$ cat src/rtl/branch_resolver.sv
// Branch resolution FSM: samples the comparator equality flag, decides
// taken/not-taken, strobes the PC load and holds a pipeline flush.
module branch_resolver #(
    parameter int ADDR_W       = 8,
    parameter int FLUSH_CYCLES = 2
) (
    input  logic              clk,
    input  logic              rst_n,
    input  logic              br_req,
    input  logic [1:0]        br_type,
    input  logic [ADDR_W-1:0] br_target,
    output logic              br_ready,
    output logic              cmp_en,
    input  logic              cmp_in,
    output logic              pc_load,
    output logic [ADDR_W-1:0] pc_target,
    output logic              taken,
    output logic              flush,
    output logic              br_done
);

    typedef enum logic [1:0] {
        IDLE,
        SAMPLE,
        RESOLVE,
        FLUSH
    } state_t;

    localparam logic [1:0] BEQ = 2'b00;
    localparam logic [1:0] BNE = 2'b01;
    localparam logic [1:0] JMP = 2'b10;

    localparam logic [3:0] FLUSH_LAST = 4'(FLUSH_CYCLES - 1);

    state_t     state;
    logic [1:0] type_q;
    logic       cmp_q;
    logic [3:0] cnt;

    function automatic logic take_fn(input logic [1:0] t, input logic c);
        case (t)
            BEQ:     return c;
            BNE:     return ~c;
            JMP:     return 1'b1;
            default: return 1'b0;
        endcase
    endfunction

    // Outputs are registered alongside the state they belong to.
    always_ff @(posedge clk) begin
        if (!rst_n) begin
            state     <= IDLE;
            type_q    <= 2'b00;
            cmp_q     <= 1'b0;
            cnt       <= 4'd0;
            pc_target <= '0;
            br_ready  <= 1'b1;
            cmp_en    <= 1'b0;
            pc_load   <= 1'b0;
            taken     <= 1'b0;
            flush     <= 1'b0;
            br_done   <= 1'b0;
        end else begin
            unique case (state)
                IDLE: begin
                    if (br_req) begin
                        type_q    <= br_type;
                        cmp_q     <= 1'b0;
                        pc_target <= br_target;
                        br_ready  <= 1'b0;
                        if (br_type == JMP) begin
                            state   <= RESOLVE;
                            pc_load <= 1'b1;
                            taken   <= 1'b1;
                        end else begin
                            state  <= SAMPLE;
                            cmp_en <= 1'b1;
                        end
                    end
                end
                SAMPLE: begin
                    state   <= RESOLVE;
                    cmp_q   <= cmp_in;
                    cmp_en  <= 1'b0;
                    pc_load <= take_fn(type_q, cmp_in);
                    taken   <= take_fn(type_q, cmp_in);
                    br_done <= ~take_fn(type_q, cmp_in);
                end
                RESOLVE: begin
                    pc_load <= 1'b0;
                    taken   <= 1'b0;
                    if (take_fn(type_q, cmp_q)) begin
                        state   <= FLUSH;
                        cnt     <= FLUSH_LAST;
                        flush   <= 1'b1;
                        br_done <= (FLUSH_LAST == 4'd0);
                    end else begin
                        state    <= IDLE;
                        br_done  <= 1'b0;
                        br_ready <= 1'b1;
                    end
                end
                FLUSH: begin
                    if (cnt == 4'd0) begin
                        state    <= IDLE;
                        flush    <= 1'b0;
                        br_done  <= 1'b0;
                        br_ready <= 1'b1;
                    end else begin
                        cnt     <= cnt - 4'd1;
                        br_done <= (cnt == 4'd1);
                    end
                end
                default: state <= IDLE;
            endcase
        end
    end

endmodule

$ cat config.mk
export PLATFORM = sky130hd
export DESIGN_NAME = branch_resolver
export DESIGN_NICKNAME = d
export VERILOG_FILES = /design/src/rtl/branch_resolver.sv
export SDC_FILE = /design/constraint.sdc
export NUM_CORES = 1
export LEC_CHECK = 0
export ABC_CLOCK_PERIOD_IN_PS = 2900
export CAP_MARGIN = 0
export CORE_MARGIN = 3
export CORE_UTILIZATION = 50
export CTS_BUF_LIST = sky130_fd_sc_hd__clkbuf_16
export DETAILED_ROUTE_END_ITERATION = 10
export PLACE_DENSITY_LB_ADDON = 0.3
export SYNTH_ARGS = -nofsm -noshare
export SYNTH_HDL_FRONTEND = slang
export SYNTH_SLANG_ARGS = --single-unit
$ cat constraint.sdc
create_clock -name clk -period 2.9 [get_ports clk]
set_input_delay 0.87 -clock clk [delete_from_list [all_inputs] [get_ports clk]]
set_output_delay 0.87 -clock clk [all_outputs]
set_load 0.02 [all_outputs]
==> impl_metrics.toml <==
[global_route]
use_met3 = 0.0665
use_met2 = 0.399
grt_usage = 0.222
grt_use_met1 = 0.235
first_global_vias = 1055
overflow = 0
grt_max_degree = 21
grt_pass1_wl_mm = 4.56
busiest_layer = "met2"
antenna_found_initial = 0

[power]
p_leak_uw = 0.000568
powerDensity_nw_per_um2 = 784
vdd_drop_max_mv = 0.739
p_total_uw = 1190

[routing]
via_per_inst = 5.63
antenna_left = 0
first_pass_iters = 4
drt-wirelength-per-cell_um = 14.3
first_iter_violations = 19
vias = 1065
wl_mm = 2.70
drcViolationCount = 0

[logic_synthesis]
syn_area_per_cell_um2 = 8.35
synth_top_area_frac = 0.388
synth-edff-count = 0
synth_cell_types = 39
ys_warn_count = 0
synth_ff_type = "dfxtp_1"
netlist_area_um2 = 1140
yosys.area.top_type = "dfxtp_1"
async_flop_share = 0
synth_nets = 158
netlist_instances = 136
netlist_top_cells_area = "dfxtp_1 (39%), ha_1 (8.8%), a21oi_1 (7.9%), nand2_1 (7.9%), o21ai_0 (2.6%)"
yosysSeqAreaShare = 0.388
synth_seq_cells = 22

[floorplanning]
rows = 16
start_util = 0.551
dieArea_um2 = 2880
core_um2 = 2060
io-pin-count = 28
die_h_um = 53.7
die_w_um = 53.7

[clocking]
hold_buffers = 0
clk_pin_slew_ns = 0.06
postCtsSetupRepairBufs = 0
max-clock-path-buffers = 2
cts_tree = "yes"
cts_buffers = 3
clock_latency_ns = 0.26
cts_sinks = 22
cts-root-buf = "clkbuf_16"
cts_max_level = 1
cts_resized = 0

[sta]
max_slew_margin = 0.584
worst_pin_slew_ns = 0.623
hold_viol = 0
fmax_ghz = 0.465
finalCritPeriodShare = 0.742
tns_ns = 0
drv_slew = 0
min_period_ns = 2.15
rsz0062_at_grt = "no"
setup_viol = 0
fin_skew_ns = 0.00283
hold_ws_ns = 0.459

[place]
dp.final_hpwl_mm = 1.97
place.port_buffers = 27
routabilityCongestion = 0.794

[final_layout]
drive_above_1_share = 0.0741
area_growth_pct = 34.0
final_nets = 185
antenna_cells = 0
fin_util = 0.738

[setup_path]
crit_family = "buffers and inverters"
cpMaxStageDelayCell = "inv_1"
cp.arrival_ns = 2.30
path_buf_inv = 2
path_class = "input pin to flop"
critPathLaunchType = "input pin"
end_kind = "flop"
slowest_delay_ns = 0.52
cp.required_ns = 3.04
cp_cell_sequence = "clkdlybuf4s50_1, inv_1, a211oi_1, mux2_1"
cp_max_fo = 20

[run_status]
status = "completed"

[flow_run]
drv_cap = 0

[min_path]
hp-class = "flop to flop"
-- stage by stage --
stage          setup WS (ns)  cells  cell area, um^2
2_1_floorplan           1.21    136             1140
5_1_grt                0.630    189             1520
6_report               0.749    189             1520
4_1_cts                0.745    189             1520
3_5_place_dp           0.496    185             1420
3_3_place_gp           0.527    185             1420
-- kinds of logic after synthesis --
family | Yosys count | synth area share
buffers and inverters | 13 | 0.0463
AND/OR/NAND/NOR | 50 | 0.216
XOR/XNOR | 1 | 0.00771
AO/OA/AOI/OAI | 41 | 0.245
multiplexers | 1 | 0.00991
flip-flops | 22 | 0.388
adder cells (fa/ha/maj) | 8 | 0.0881
-- final timing paths --
check / start / endpoint / slack [ns] / cells after the start
max: rst_n / cnt[3] / 0.75 / 4
min: pc_target[4] / pc_target[4] / 0.46 / 2
max reg2reg: state[0] / state[1] / 1.07 / 6
min reg2reg: pc_target[4] / pc_target[4] / 0.46 / 2
-- final cells by class --
cell class	instances	area [um^2]
inverters	8	30.0
repair buffers	27	270
flip-flops and latches	22	440
clock inverters	1	30.0
fillers	163	539
multi-input cells	101	643
well taps	27	33.8
clock buffers	3	75.1
-- worst min-delay path, stage by stage, from the launching register on --
cell,delay [ns]
dfxtp_1,0.31
nand2_1,0.05
a21oi_1,0.05
-- per-layer routing --
metal | part of all wire | vias up | wire length, um
li1 | - | 535 | -
met1 | 0.40 | 490 | 1090
met2 | 0.51 | 36 | 1390
met3 | 0.068 | 4 | 185
met4 | 0.015 | 0 | 41
met5 | 0 | - | 0
-- state kept, by name, summed over array words and instances (netlist names) --
register / cells
br_done: 1
cnt: 4
cmp_en: 1
pc_target: 8
flush: 1
taken: 1
state: 2
br_ready: 1
cmp_q: 1
type_q: 2
-- cells in the final DEF, fill, tap and decap left out, types with 2 or more instances in the layout --
master and instances:
a21oi_1 18, a311oi_1 2, clkbuf_16 3, clkdlybuf4s50_1 27
dfxtp_1 22, ha_1 8, inv_1 7, nand2_1 24
nand2b_1 4, nand3_1 2, nor2_1 8, nor3_1 4
o21ai_0 6
-- synthesized netlist by cell type, types with 2 or more instances --
master	number
inv_1	7
o21ai_0	6
nor2_1	8
clkbuf_1	4
nor3_1	4
nand3_1	2
ha_1	8
nand2_1	24
a311oi_1	2
a21oi_1	18
nand2b_1	4
dfxtp_1	22
-- power by group --
group	leakage [uW]	internal, uW	switching (uW)	total [uW]
Sequential	0.000180	355	37.3	392
Clock	0.0000511	274	113	387
Combinational	0.000336	181	233	415
Total	0.000568	810	384	1190
(Power assumes the default switching activity.)
